==> src/rtl/fault_injector_if.sv <==
// fault_injector_if
// Groups the control, configuration and status signals of the fault-pulse
// generator into one bundle.
//   master : drives start/abort and the burst configuration, observes status
//   slave  : the generator itself, consumes control and drives status
// Ports carried:
//   start, abort                    - burst request / cancel
//   pulse_len, gap_len (LEN_W)      - high cycles per pulse, low cycles between
//   num_pulses (NUM_W)              - pulses per burst
//   fault_out, busy, done           - generated fault line and status strobes
//   pulse_cnt (NUM_W)               - pulses fully emitted in current/last burst
interface fault_injector_if #(
    parameter int LEN_W = 10,
    parameter int NUM_W = 8
);
    logic             start;
    logic             abort;
    logic [LEN_W-1:0] pulse_len;
    logic [LEN_W-1:0] gap_len;
    logic [NUM_W-1:0] num_pulses;
    logic             fault_out;
    logic             busy;
    logic             done;
    logic [NUM_W-1:0] pulse_cnt;

    modport master (
        output start, abort, pulse_len, gap_len, num_pulses,
        input  fault_out, busy, done, pulse_cnt
    );

    modport slave (
        input  start, abort, pulse_len, gap_len, num_pulses,
        output fault_out, busy, done, pulse_cnt
    );
endinterface

==> src/rtl/fault_injector.sv <==
// fault_injector
// Programmable fault-pulse generator. On start it emits num_pulses high
// pulses of pulse_len cycles, separated by max(gap_len,1) low cycles, then
// strobes done for one cycle. abort cancels an active burst without done.
// Ports:
//   clk   - single rising-edge clock
//   reset - asynchronous, active-high reset
//   bus   - fault_injector_if slave modport (control, config, status)
// All outputs come straight from flops.
module fault_injector #(
    parameter int LEN_W = 10,
    parameter int NUM_W = 8
) (
    input  logic             clk,
    input  logic             reset,
    fault_injector_if.slave  bus
);

    typedef enum logic [1:0] {
        IDLE  = 2'd0,
        PULSE = 2'd1,
        GAP   = 2'd2,
        DONE  = 2'd3
    } state_t;

    state_t           state_q, state_d;
    logic [LEN_W-1:0] len_cnt_q, len_cnt_d;
    logic [LEN_W-1:0] pulse_len_q, pulse_len_d;
    logic [LEN_W-1:0] gap_len_q, gap_len_d;
    logic [NUM_W-1:0] num_pulses_q, num_pulses_d;
    logic [NUM_W-1:0] pulse_cnt_q, pulse_cnt_d;
    logic             fault_out_q, fault_out_d;
    logic             busy_q, busy_d;
    logic             done_q, done_d;

    // A zero gap still leaves one low cycle so consecutive pulses never merge.
    logic [LEN_W-1:0] gap_target;
    assign gap_target = (gap_len_q == '0) ? LEN_W'(1) : gap_len_q;

    // Next-state and next-output logic. Outputs are computed one cycle early
    // so that fault_out/busy/done can be registered and still line up with
    // the state they describe.
    always_comb begin
        state_d      = state_q;
        len_cnt_d    = len_cnt_q;
        pulse_len_d  = pulse_len_q;
        gap_len_d    = gap_len_q;
        num_pulses_d = num_pulses_q;
        pulse_cnt_d  = pulse_cnt_q;
        fault_out_d  = 1'b0;
        busy_d       = 1'b0;
        done_d       = 1'b0;

        case (state_q)
            IDLE: begin
                if (bus.start) begin
                    pulse_len_d  = bus.pulse_len;
                    gap_len_d    = bus.gap_len;
                    num_pulses_d = bus.num_pulses;
                    pulse_cnt_d  = '0;
                    if (bus.pulse_len == '0 || bus.num_pulses == '0) begin
                        state_d = DONE;
                        done_d  = 1'b1;
                    end else begin
                        state_d     = PULSE;
                        fault_out_d = 1'b1;
                        busy_d      = 1'b1;
                        len_cnt_d   = LEN_W'(1);
                    end
                end
            end

            PULSE: begin
                if (bus.abort) begin
                    state_d = IDLE;
                end else if (len_cnt_q == pulse_len_q) begin
                    // Last high cycle of this pulse: it now counts as emitted.
                    pulse_cnt_d = pulse_cnt_q + NUM_W'(1);
                    if (pulse_cnt_q + NUM_W'(1) == num_pulses_q) begin
                        state_d = DONE;
                        done_d  = 1'b1;
                    end else begin
                        state_d   = GAP;
                        busy_d    = 1'b1;
                        len_cnt_d = LEN_W'(1);
                    end
                end else begin
                    len_cnt_d   = len_cnt_q + LEN_W'(1);
                    fault_out_d = 1'b1;
                    busy_d      = 1'b1;
                end
            end

            GAP: begin
                if (bus.abort) begin
                    state_d = IDLE;
                end else if (len_cnt_q == gap_target) begin
                    state_d     = PULSE;
                    fault_out_d = 1'b1;
                    busy_d      = 1'b1;
                    len_cnt_d   = LEN_W'(1);
                end else begin
                    len_cnt_d = len_cnt_q + LEN_W'(1);
                    busy_d    = 1'b1;
                end
            end

            DONE: begin
                // start is deliberately not looked at here; a held start
                // launches the next burst from IDLE one cycle later.
                state_d = IDLE;
            end

            default: begin
                state_d = IDLE;
            end
        endcase
    end

    // State, counters, latched configuration and registered outputs.
    always_ff @(posedge clk or posedge reset) begin
        if (reset) begin
            state_q      <= IDLE;
            len_cnt_q    <= '0;
            pulse_len_q  <= '0;
            gap_len_q    <= '0;
            num_pulses_q <= '0;
            pulse_cnt_q  <= '0;
            fault_out_q  <= 1'b0;
            busy_q       <= 1'b0;
            done_q       <= 1'b0;
        end else begin
            state_q      <= state_d;
            len_cnt_q    <= len_cnt_d;
            pulse_len_q  <= pulse_len_d;
            gap_len_q    <= gap_len_d;
            num_pulses_q <= num_pulses_d;
            pulse_cnt_q  <= pulse_cnt_d;
            fault_out_q  <= fault_out_d;
            busy_q       <= busy_d;
            done_q       <= done_d;
        end
    end

    assign bus.fault_out = fault_out_q;
    assign bus.busy      = busy_q;
    assign bus.done      = done_q;
    assign bus.pulse_cnt = pulse_cnt_q;

endmodule

==> src/flat_wrapper.sv <==
// flat-port wrapper written by rule: the top's interface ports become plain ports
module fault_injector_flat 
#(
    parameter int LEN_W = 10,
    parameter int NUM_W = 8
)
  (clk, reset, bus_start, bus_abort, bus_pulse_len, bus_gap_len, bus_num_pulses, bus_fault_out, bus_busy, bus_done, bus_pulse_cnt);
  fault_injector_if #(.LEN_W(LEN_W), .NUM_W(NUM_W)) bus_i ();
  input  logic clk;
  input  logic reset;
  input wire logic [$bits(bus_i.start)-1:0] bus_start;
  input wire logic [$bits(bus_i.abort)-1:0] bus_abort;
  input wire logic [$bits(bus_i.pulse_len)-1:0] bus_pulse_len;
  input wire logic [$bits(bus_i.gap_len)-1:0] bus_gap_len;
  input wire logic [$bits(bus_i.num_pulses)-1:0] bus_num_pulses;
  output wire logic [$bits(bus_i.fault_out)-1:0] bus_fault_out;
  output wire logic [$bits(bus_i.busy)-1:0] bus_busy;
  output wire logic [$bits(bus_i.done)-1:0] bus_done;
  output wire logic [$bits(bus_i.pulse_cnt)-1:0] bus_pulse_cnt;
  assign bus_i.start = bus_start;
  assign bus_i.abort = bus_abort;
  assign bus_i.pulse_len = bus_pulse_len;
  assign bus_i.gap_len = bus_gap_len;
  assign bus_i.num_pulses = bus_num_pulses;
  assign bus_fault_out = bus_i.fault_out;
  assign bus_busy = bus_i.busy;
  assign bus_done = bus_i.done;
  assign bus_pulse_cnt = bus_i.pulse_cnt;
  fault_injector #(.LEN_W(LEN_W), .NUM_W(NUM_W)) u_core (.clk(clk), .reset(reset), .bus(bus_i));
endmodule
==> config.mk <==
export PLATFORM = sky130hd
export DESIGN_NAME = fault_injector_flat
export DESIGN_NICKNAME = d
export VERILOG_FILES = /design/src/rtl/fault_injector_if.sv /design/src/rtl/fault_injector.sv /design/src/flat_wrapper.sv
export SDC_FILE = /design/constraint.sdc
export NUM_CORES = 1
export LEC_CHECK = 0
export ABC_AREA = 1
export ABC_CLOCK_PERIOD_IN_PS = 5750
export CAP_MARGIN = 20
export CORE_AREA = 2 2 93 95
export CTS_BUF_LIST = sky130_fd_sc_hd__clkbuf_8
export DETAILED_ROUTE_END_ITERATION = 16
export DIE_AREA = 0 0 95 97
export DONT_BUFFER_PORTS = 1
export SETUP_SLACK_MARGIN = 0.5
export SLEW_MARGIN = 40
export SYNTH_ARGS = -nofsm -noshare
export SYNTH_HDL_FRONTEND = slang
export SYNTH_SLANG_ARGS = --single-unit
==> constraint.sdc <==
create_clock -name clk -period 5.75 [get_ports clk]
set_input_delay 1.725 -clock clk [delete_from_list [all_inputs] [get_ports clk]]
set_output_delay 1.725 -clock clk [all_outputs]
set_load 0.05 [all_outputs]
# Word-level counts from Yosys, hierarchy flattened

Cells that the tools add are included.

Latch bits: 0
Memory bits (writable): 0
Memories kept: 0
Bits in read-only memories: 0
Word-level logic and storage cells: 75
Register bits after elaboration: 51

$mul: 0
Eq/ne operators: 14
Bitwise gates (word level): 0
Shift operators: 0
Muxes and demuxes: 39
Add/sub/neg operators: 2
Reductions and logical operators: 11
Order comparisons: 0
Divide/modulo/power cells: 0

Operators by type and width:

| cell                    | number |
|---|---|
| $mux W10                | 8 |
| $pmux W10 S3            | 1 |
| $mux W8                 | 3 |
| $eq A10 B10 Y1          | 2 |
| $logic_not A10 Y1       | 2 |
| $mux W1                 | 16 |
| $pmux W8 S2             | 1 |
| $mux W2                 | 6 |
| $add A10 B1 Y10 const B | 1 |
| $add A8 B1 Y8 const B   | 1 |
| $eq A8 B8 Y1            | 1 |
| $logic_not A8 Y1        | 1 |
| $ne A2 B2 Y1 const B    | 4 |
| $pmux W2 S4             | 1 |
| $ne A3 B2 Y1 const B    | 2 |
| $pmux W1 S3             | 2 |
| $reduce_and A6 Y1       | 1 |
| $eq A2 B2 Y1 const B    | 2 |
| $reduce_and A4 Y1       | 1 |
| $ne A3 B3 Y1 const B    | 1 |
| $reduce_and A3 Y1       | 1 |
| $reduce_bool A3 Y1      | 1 |
| $eq A2 B1 Y1 const B    | 1 |
| $logic_not A2 Y1        | 1 |
| other kinds (5)         | 5 |

# Logic depth before layout (Yosys ltp)

Gate-level depths: netlist of the first run.

Depth after elaboration: 6
Mapped depth: 14
Gate-level depth less buffers: 14

# Worst setup path after synthesis of the first run

No wires, ideal clock.

Kind: input port to flip-flop
From: in bus_start
To: reg u_core.gap_len_q[0]
Data required time: 5.617 ns
Path buffers: 2
Arrival time: 2.661 ns
Path slack: 2.956 ns
Stages: 4
Cells stage by stage: nand2_1 > clkbuf_1 > clkbuf_1 > a21oi_1

Longest elaborated chain between the ends: 1

RTL lines:

| element                     | line                  | source |
|---|---|---|
| start, declared             | flat_wrapper.sv:11    | `input wire logic [$bits(bus_i.start)-1:0] bus_start;` |
| $reduce_and A2 Y1 (no line) | n/a                   |  |
| end signal, assigned        | fault_injector.sv:136 | `gap_len_q <= gap_len_d;` |
| end, declared               | fault_injector.sv:29  | `logic [LEN_W-1:0] gap_len_q, gap_len_d;` |

Every way passes these cells.
A chain may end at the register's enable or synchronous reset.

# Final worst setup path of the first run

From: in bus_pulse_len[4]
To: reg u_core.len_cnt_q[1]

Longest elaborated chain between the ends: 4

RTL lines:

| element                     | line                  | source |
|---|---|---|
| start, declared             | flat_wrapper.sv:13    | `input wire logic [$bits(bus_i.pulse_len)-1:0] bus_pulse_len;` |
| $logic_not A10 Y1           | fault_injector.sv:61  | `if (bus.pulse_len == '0 \|\| bus.num_pulses == '0) begin` |
| $logic_or A1 B1 Y1          | fault_injector.sv:61  |  |
| $ne A2 B2 Y1 (no line)      | n/a                   |  |
| $reduce_and A6 Y1 (no line) | n/a                   |  |
| end signal, assigned        | fault_injector.sv:134 | `len_cnt_q <= len_cnt_d;` |
| end, declared               | fault_injector.sv:27  | `logic [LEN_W-1:0] len_cnt_q, len_cnt_d;` |

Every way passes these cells.

==> flow_summary_export.csv, run 1 <==
group,metric,value,unit
clocking,clockBufferDepth,2,
route,viasPerCell,5.022,
synthesis,ys_ff_latch,51,
flow_run,cap_violations,0,
place,dpl.hpwl,5104,um
floorplanning,ioPinCount,43,
grt,track_usage,0.1573,
route,vias,2496,
layout,area.growth.synth_to_final,6.401,%
clocking,clk_pin_slew,90,ps
worst_setup_path,slowest_delay,350,ps
grt,antenna_found_initial,0,
layout,layout.cells.non_filler,497,
sta,holdWs,524.2,ps
sta,clock_skew,7.729,ps
floorplanning,initial_core_util,0.3749,
synthesis,synthDominantCellAreaShare,0.4185,
synthesis,synth-main-ff-cell,"dfrtp_1",
clocking,clock-sinks,51,
worst_setup_path,crit_top_cell,"nand2_1",
layout,fin_util,0.3989,
worst_setup_path,r2r_start,"u_core.bus.pulse_cnt[1]$_DFFE_PP0P_",
place,port_buffers,0,
grt,grt_pass1_wl,11650,um
floorplanning,die_y,97,um
clocking,clk_latency,300,ps
clocking,post_cts_buffers,0,
synthesis,synthCells,393,
sta,worstMarginPinSlew,652.7,ps
layout,drive_gt1_frac,0.1173,
sta,tns,0,ps
synthesis,yosysWarningCount,0,
clocking,cts_tree,"yes",
layout,n_fill_cell,830,
worst_hold_path,hp-class,"reg -> reg",
synthesis,synth_area_leaders,"dfrtp_1 42%, nand2_1 12%, nor2_1 5.5%, inv_1 5.2%, nand3_1 4.9%",
grt,grt_max_degree,52,
worst_setup_path,crit_type,"in -> reg",
place,gp_congestion,0.8696,
grt,grt-ovfl-total,0,
sta,hold_viol,0,
clocking,cts.repair.resized,0,
worst_setup_path,crit_path_top_delay_cell,"nor4_1",
sta,fin_crit,2887,ps
power_and_ir_drop,p_leak,1.459,nW
worst_hold_path,min_path_cells,2,
synthesis,synth_edf_count,0,
synthesis,avgSynthCellArea,7.759,sq um
worst_setup_path,reg2reg_slack,3190,ps
worst_setup_path,cp.required,5980,ps
power_and_ir_drop,ir_drop,0.1988,mV
layout,stdcell_area,3244,sq um
worst_setup_path,startpoint_type,"primary input",
route,drt_first_pass_iters,4,
floorplanning,coreArea,8134,sq um
sta,maxSlewViolCount,0,
synthesis,syn-cell-area,3049,sq um
synthesis,yosysSeqAreaShare,0.4185,
layout,layout.nets,429,
power_and_ir_drop,powerDensity,448.4,nW/um^2
route,wl_per_cell,13.66,um
worst_setup_path,worst_r2r_path_depth,11,
layout,antenna_cells,0,
floorplanning,die_area,9215,sq um
clocking,hold_buffers,0,
sta,setup_slack,2863,ps
synthesis,async_flop_share,1.000,
clocking,h-tree-depth,2,
clocking,cts_root_buf,"clkbuf_8",
synthesis,synthDistinctLibCells,31,
sta,fmax,0.3464,GHz
place,dp_slack,2546,ps
power_and_ir_drop,p_total,1.455,mW
worst_setup_path,critPathArrivalTime,3110,ps
status,outcome,"completed",
worst_setup_path,critPathMaxFanout,20,
place,placed_cell_area,3127,sq um
worst_hold_path,min_from,"u_core.pulse_len_q[2]$_DFFE_PP0P_",
synthesis,yosys.area.top_type,"dfrtp_1",
sta,max_slew_margin,0.5649,
route,routed_wl,6790,um
grt,first_global_vias,2457,
clocking,numCtsBuffers,5,
sta,setup_viol,0,
sta,rsz0062_at_grt,"no",
worst_setup_path,crit_chain,"nor4_1, nand2_1, nand2_1, nand2_1, nand2_1, nor2_1, nand2_2, nand2_1, o21ai_2",
worst_setup_path,critical_path.endpoint_type,"register",
route,ant_nets,0,
place,placed_cells,489,
floorplanning,dieWidth,95,um
worst_setup_path,reg2reg_to,"u_core.len_cnt_q[1]$_DFFE_PP0P_",
floorplanning,num_rows,33,
route,drc,0,
route,drtIter0Drc,111,
worst_hold_path,min_to,"u_core.pulse_len_q[2]$_DFFE_PP0P_",
synthesis,synth_fp_nets,431,
sta,finalCritPeriodShare,0.5021,
==> kinds of logic after synthesis <==
logic type | share of synthesized area
AOI/OAI and AO/OA | 0.08822
xor gates and xnor gates | 0.05170
adders and majority gates | 0.02462
buffers and inverters | 0.07509
DFF | 0.4185
muxes | 0.04801
and+or+nand+nor | 0.2938
==> registers in the layout, indices dropped and copies added, names as in the netlist <==
register	flops
u_core.bus.fault_out	1
u_core.bus.pulse_cnt	8
u_core.gap_len_q	10
u_core.state_q	2
u_core.num_pulses_q	8
u_core.len_cnt_q	10
u_core.pulse_len_q	10
u_core.bus.done	1
u_core.bus.busy	1
==> area by class of cell <==
class                   count  area [sq um]  share of cell area
multi-input cells         288          1544              0.4759
flip-flops and latches     51          1276              0.3934
inverters                  44         167.7             0.05168
well taps                 105         131.4             0.04049
clock buffers               6         82.58             0.02545
clock inverters             2         35.03             0.01080
repair buffers              1         7.507            0.002314
==> Yosys cell counts, types with 2 or more instances <==
master	count
xnor2_1	6
nor4_1	3
clkbuf_1	4
dfrtp_1	51
o21ai_1	3
inv_1	42
mux2_2	13
nand4_1	4
o21ai_2	7
buf_6	3
nand3b_1	3
or2_2	3
nand2_1	98
nor3_1	3
a21oi_1	19
nand3_1	30
ha_1	6
buf_2	2
nor3b_1	2
nor3_2	2
xor2_1	12
nand2_2	5
o21ai_0	12
o22ai_1	6
nor2_1	45
nor2_2	4
==> placed cells by master (no fill, tap or decap), drive strengths merged, types with 5 or more instances in the layout <==
cell,count
mux2,13
ha,6
nor3,5
nor2,50
dfrtp,51
xnor2,6
clkbuf,6
xor2,12
inv,43
nand3,30
nand2,103
o21ai,22
o22ai,6
a21oi,19
==> critical path, delay by kind of cell <==
kind	cells	cell delay, ps
AOI/OAI and AO/OA	1	80
and+or+nand+nor	8	1300
==> worst max path at each step <==
stage / startpoint / end / slack, ps / cells after the start
floorplan: reset / u_core.bus.busy$_DFF_PP0_ / 2800 / 1
CTS: bus_num_pulses[4] / u_core.len_cnt_q[0]$_DFFE_PP0P_ / 2880 / 10
global placement: bus_pulse_len[4] / u_core.len_cnt_q[0]$_DFFE_PP0P_ / 2580 / 10
global route: bus_num_pulses[4] / u_core.len_cnt_q[7]$_DFFE_PP0P_ / 2690 / 9
finish: bus_pulse_len[4] / u_core.len_cnt_q[1]$_DFFE_PP0P_ / 2860 / 9
detailed placement: bus_num_pulses[4] / u_core.len_cnt_q[0]$_DFFE_PP0P_ / 2550 / 10
==> report_power, final <==
group / switching, mW / total [mW] / internal [mW]
clock: 0.122 / 0.263 / 0.141
sequential: 0.122 / 0.600 / 0.479
combinational: 0.370 / 0.591 / 0.221
total: 0.614 / 1.45 / 0.840
==> per-layer routing <==
layer  wire length, um  vias up  global-route usage  part of all wire
li1                  -     1259                   -                 -
met1              3314     1166              0.2164              0.49
met2              3086       67              0.2504              0.45
met3               352        4             0.04517             0.052
met4                37        0             0.02341            0.0054
met5                 0        -                   0                 0
No activity file was read; power rests on OpenSTA's default activity.
==> run 2: changes to the inputs <==
--- a/config.mk
+++ b/config.mk
@@ -6,7 +6,7 @@
 export NUM_CORES = 1
 export LEC_CHECK = 0
 export ABC_AREA = 1
-export ABC_CLOCK_PERIOD_IN_PS = 5750
+export ABC_CLOCK_PERIOD_IN_PS = 2800
 export CAP_MARGIN = 20
 export CORE_AREA = 2 2 93 95
 export CTS_BUF_LIST = sky130_fd_sc_hd__clkbuf_8
==> constraint.sdc (replaced) <==
create_clock -name clk -period 2.8 [get_ports clk]
set_input_delay 0.84 -clock clk [delete_from_list [all_inputs] [get_ports clk]]
set_output_delay 0.84 -clock clk [all_outputs]
set_load 0.05 [all_outputs]
==> flow_summary_export.csv, run 2 (same netlist as run 1, synthesis figures left out) <==
group,metric,value,unit
status,outcome,"completed",
worst_setup_path,cp.buffers_inverters,0,
clocking,h-tree-depth,2,
worst_setup_path,critical_path.endpoint_type,"register",
worst_setup_path,cp.required,3000,ps
route,drc,0,
power_and_ir_drop,pwr-share-comb,0.444,
clocking,post_cts_buffers,0,
route,drt_first_pass_iters,4,
flow_run,cap_violations,0,
clocking,numCtsBuffers,5,
sta,hold_viol,0,
power_and_ir_drop,p_clk_frac,0.141,
clocking,cts_tree,"yes",
place,port_buffers,0,
layout,layout.nets,440,
sta,fmax,0.4763,GHz
layout,fin_util,0.4082,
power_and_ir_drop,power_switching,1.327,mW
route,drtIter0Drc,82,
sta,max_slew_margin,0.6005,
layout,final_cell_mix,"98 x nand2_1, 50 x dfrtp_1, 44 x nor2_1, 43 x inv_1, 29 x nand3_1",
place,gp_congestion,0.8905,
sta,maxSlewViolCount,0,
power_and_ir_drop,p_sw_frac,0.4472,
worst_setup_path,crit_type,"reg -> reg",
floorplanning,num_rows,33,
route,viasPerCell,4.949,
floorplanning,initial_core_util,0.3749,
layout,layout_commonest_cell,"nand2_1",
route,vias,2514,
grt,antenna_found_initial,0,
power_and_ir_drop,p_total,2.969,mW
worst_setup_path,slowest_delay,440,ps
sta,clock_skew,16.60,ps
sta,fin_crit,2099,ps
power_and_ir_drop,p_int,1.641,mW
layout,antenna_cells,0,
place,dpl.hpwl,5312,um
power_and_ir_drop,ir_drop,0.3637,mV
worst_setup_path,critPathMaxFanout,5,
sta,worstMarginPinSlew,598.3,ps
route,wl_per_cell,14.06,um
worst_setup_path,startpoint_type,"register",
sta,finalCritPeriodShare,0.7498,
layout,reg_top3,"u_core.gap_len_q x10, u_core.len_cnt_q x10, u_core.pulse_len_q x10",
worst_setup_path,crit_chain,"ha_1, or2_2, nand3b_1, nand2_1, nor2_1, nand3_1, nor2_2, nand3_4, nand2_2, o21ai_2",
grt,first_global_vias,2542,
grt,track_usage,0.1630,
clocking,hold_buffers,0,
grt,grt_pass1_wl,11840,um
route,routed_wl,7143,um
clocking,clk_pin_slew,100,ps
clocking,clock-sinks,51,
floorplanning,dieWidth,95,um
worst_setup_path,critPathArrivalTime,2300,ps
grt,grt_max_degree,46,
worst_setup_path,crit_path_top_delay_cell,"dfrtp_1",
clocking,cts_root_buf,"clkbuf_8",
sta,rsz0062_at_grt,"no",
floorplanning,die_area,9215,sq um
sta,setup_viol,0,
clocking,clk_latency,320,ps
grt,grt-ovfl-total,0,
worst_setup_path,cp_top_family,"simple AND/OR/NAND/NOR gates",
floorplanning,coreArea,8134,sq um
floorplanning,die_y,97,um
layout,area.growth.synth_to_final,8.904,%
worst_hold_path,hp-class,"in -> async",
power_and_ir_drop,powerDensity,893.9,nW/um^2
floorplanning,ioPinCount,43,
clocking,clockBufferDepth,2,
power_and_ir_drop,power_frac_seq,0.415,
sta,tns,0,ps
route,ant_nets,0,
layout,drive_gt1_frac,0.1439,
power_and_ir_drop,p_leak,1.504,nW
==> run 2: layout make-up <==
| type | count | area, sq um |
|---|---|---|
| Clock buffer | 5 | 68.82 |
| Clock inverter | 3 | 12.51 |
| Fill cell | 832 | 4813 |
| Inverter | 44 | 165.2 |
| Multi-Input combinational cell | 291 | 1598 |
| Sequential cell | 51 | 1277 |
| Tap cell | 105 | 131.4 |
| Timing Repair Buffer | 9 | 67.56 |
==> run 2: timing repair <==
item | CTS | global route
pin swaps | 0 | 2
endpoints found under the setup margin | 2 | 10
cloned | 0 | 3
resized for setup | 1 | 7
==> run 2: path summary, 6_finish.rpt <==
| path | startpoint | slack (ps) | cells past startpoint | end |
|---|---|---|---|---|
| min in group clk | u_core.pulse_len_q[0]$_DFFE_PP0P_ | 520 | 2 | u_core.pulse_len_q[0]$_DFFE_PP0P_ |
| min reg2reg | u_core.pulse_len_q[0]$_DFFE_PP0P_ | 520 | 2 | u_core.pulse_len_q[0]$_DFFE_PP0P_ |
| max reg2reg | u_core.bus.pulse_cnt[1]$_DFFE_PP0P_ | 700 | 10 | u_core.len_cnt_q[6]$_DFFE_PP0P_ |
| max in group asynchronous | reset | 1710 | 2 | u_core.gap_len_q[2]$_DFFE_PP0P_ |
| max | u_core.bus.pulse_cnt[1]$_DFFE_PP0P_ | 700 | 10 | u_core.len_cnt_q[6]$_DFFE_PP0P_ |
| min | reset | 460 | 1 | u_core.num_pulses_q[5]$_DFFE_PP0P_ |
==> run 2: stage by stage <==
stage | hold WS (ps) | instances | setup WS [ps] | area, sq um
2_1_floorplan | 467.1 | 393 | 675.2 | 3049
3_3_place_gp | 485.6 | 497 | 528.9 | 3184
3_5_place_dp | 496.1 | 497 | 463.6 | 3184
4_1_cts | 488.0 | 505 | 539.9 | 3267
5_1_grt | 507.1 | 508 | 497.3 | 3321
6_report | 462.1 | 508 | 700.7 | 3321
==> run 2: power groups by stage <==
| stage | combinational, mW | sequential (mW) | clock (mW) |
|---|---|---|---|
| floorplan | 1.06 | 1.18 | 0 |
| global placement | 1.19 | 1.24 | 0 |
| detailed placement | 1.21 | 1.25 | 0 |
| CTS | 1.22 | 1.23 | 0.427 |
| global route | 1.50 | 1.27 | 0.460 |
| finish | 1.32 | 1.23 | 0.418 |
==> run 2: metal layers <==
metal  global-route usage  share of wire
met1               0.2115           0.45
met2               0.2613           0.47
met3              0.04361          0.067
met4              0.05463          0.016
met5                    0              0
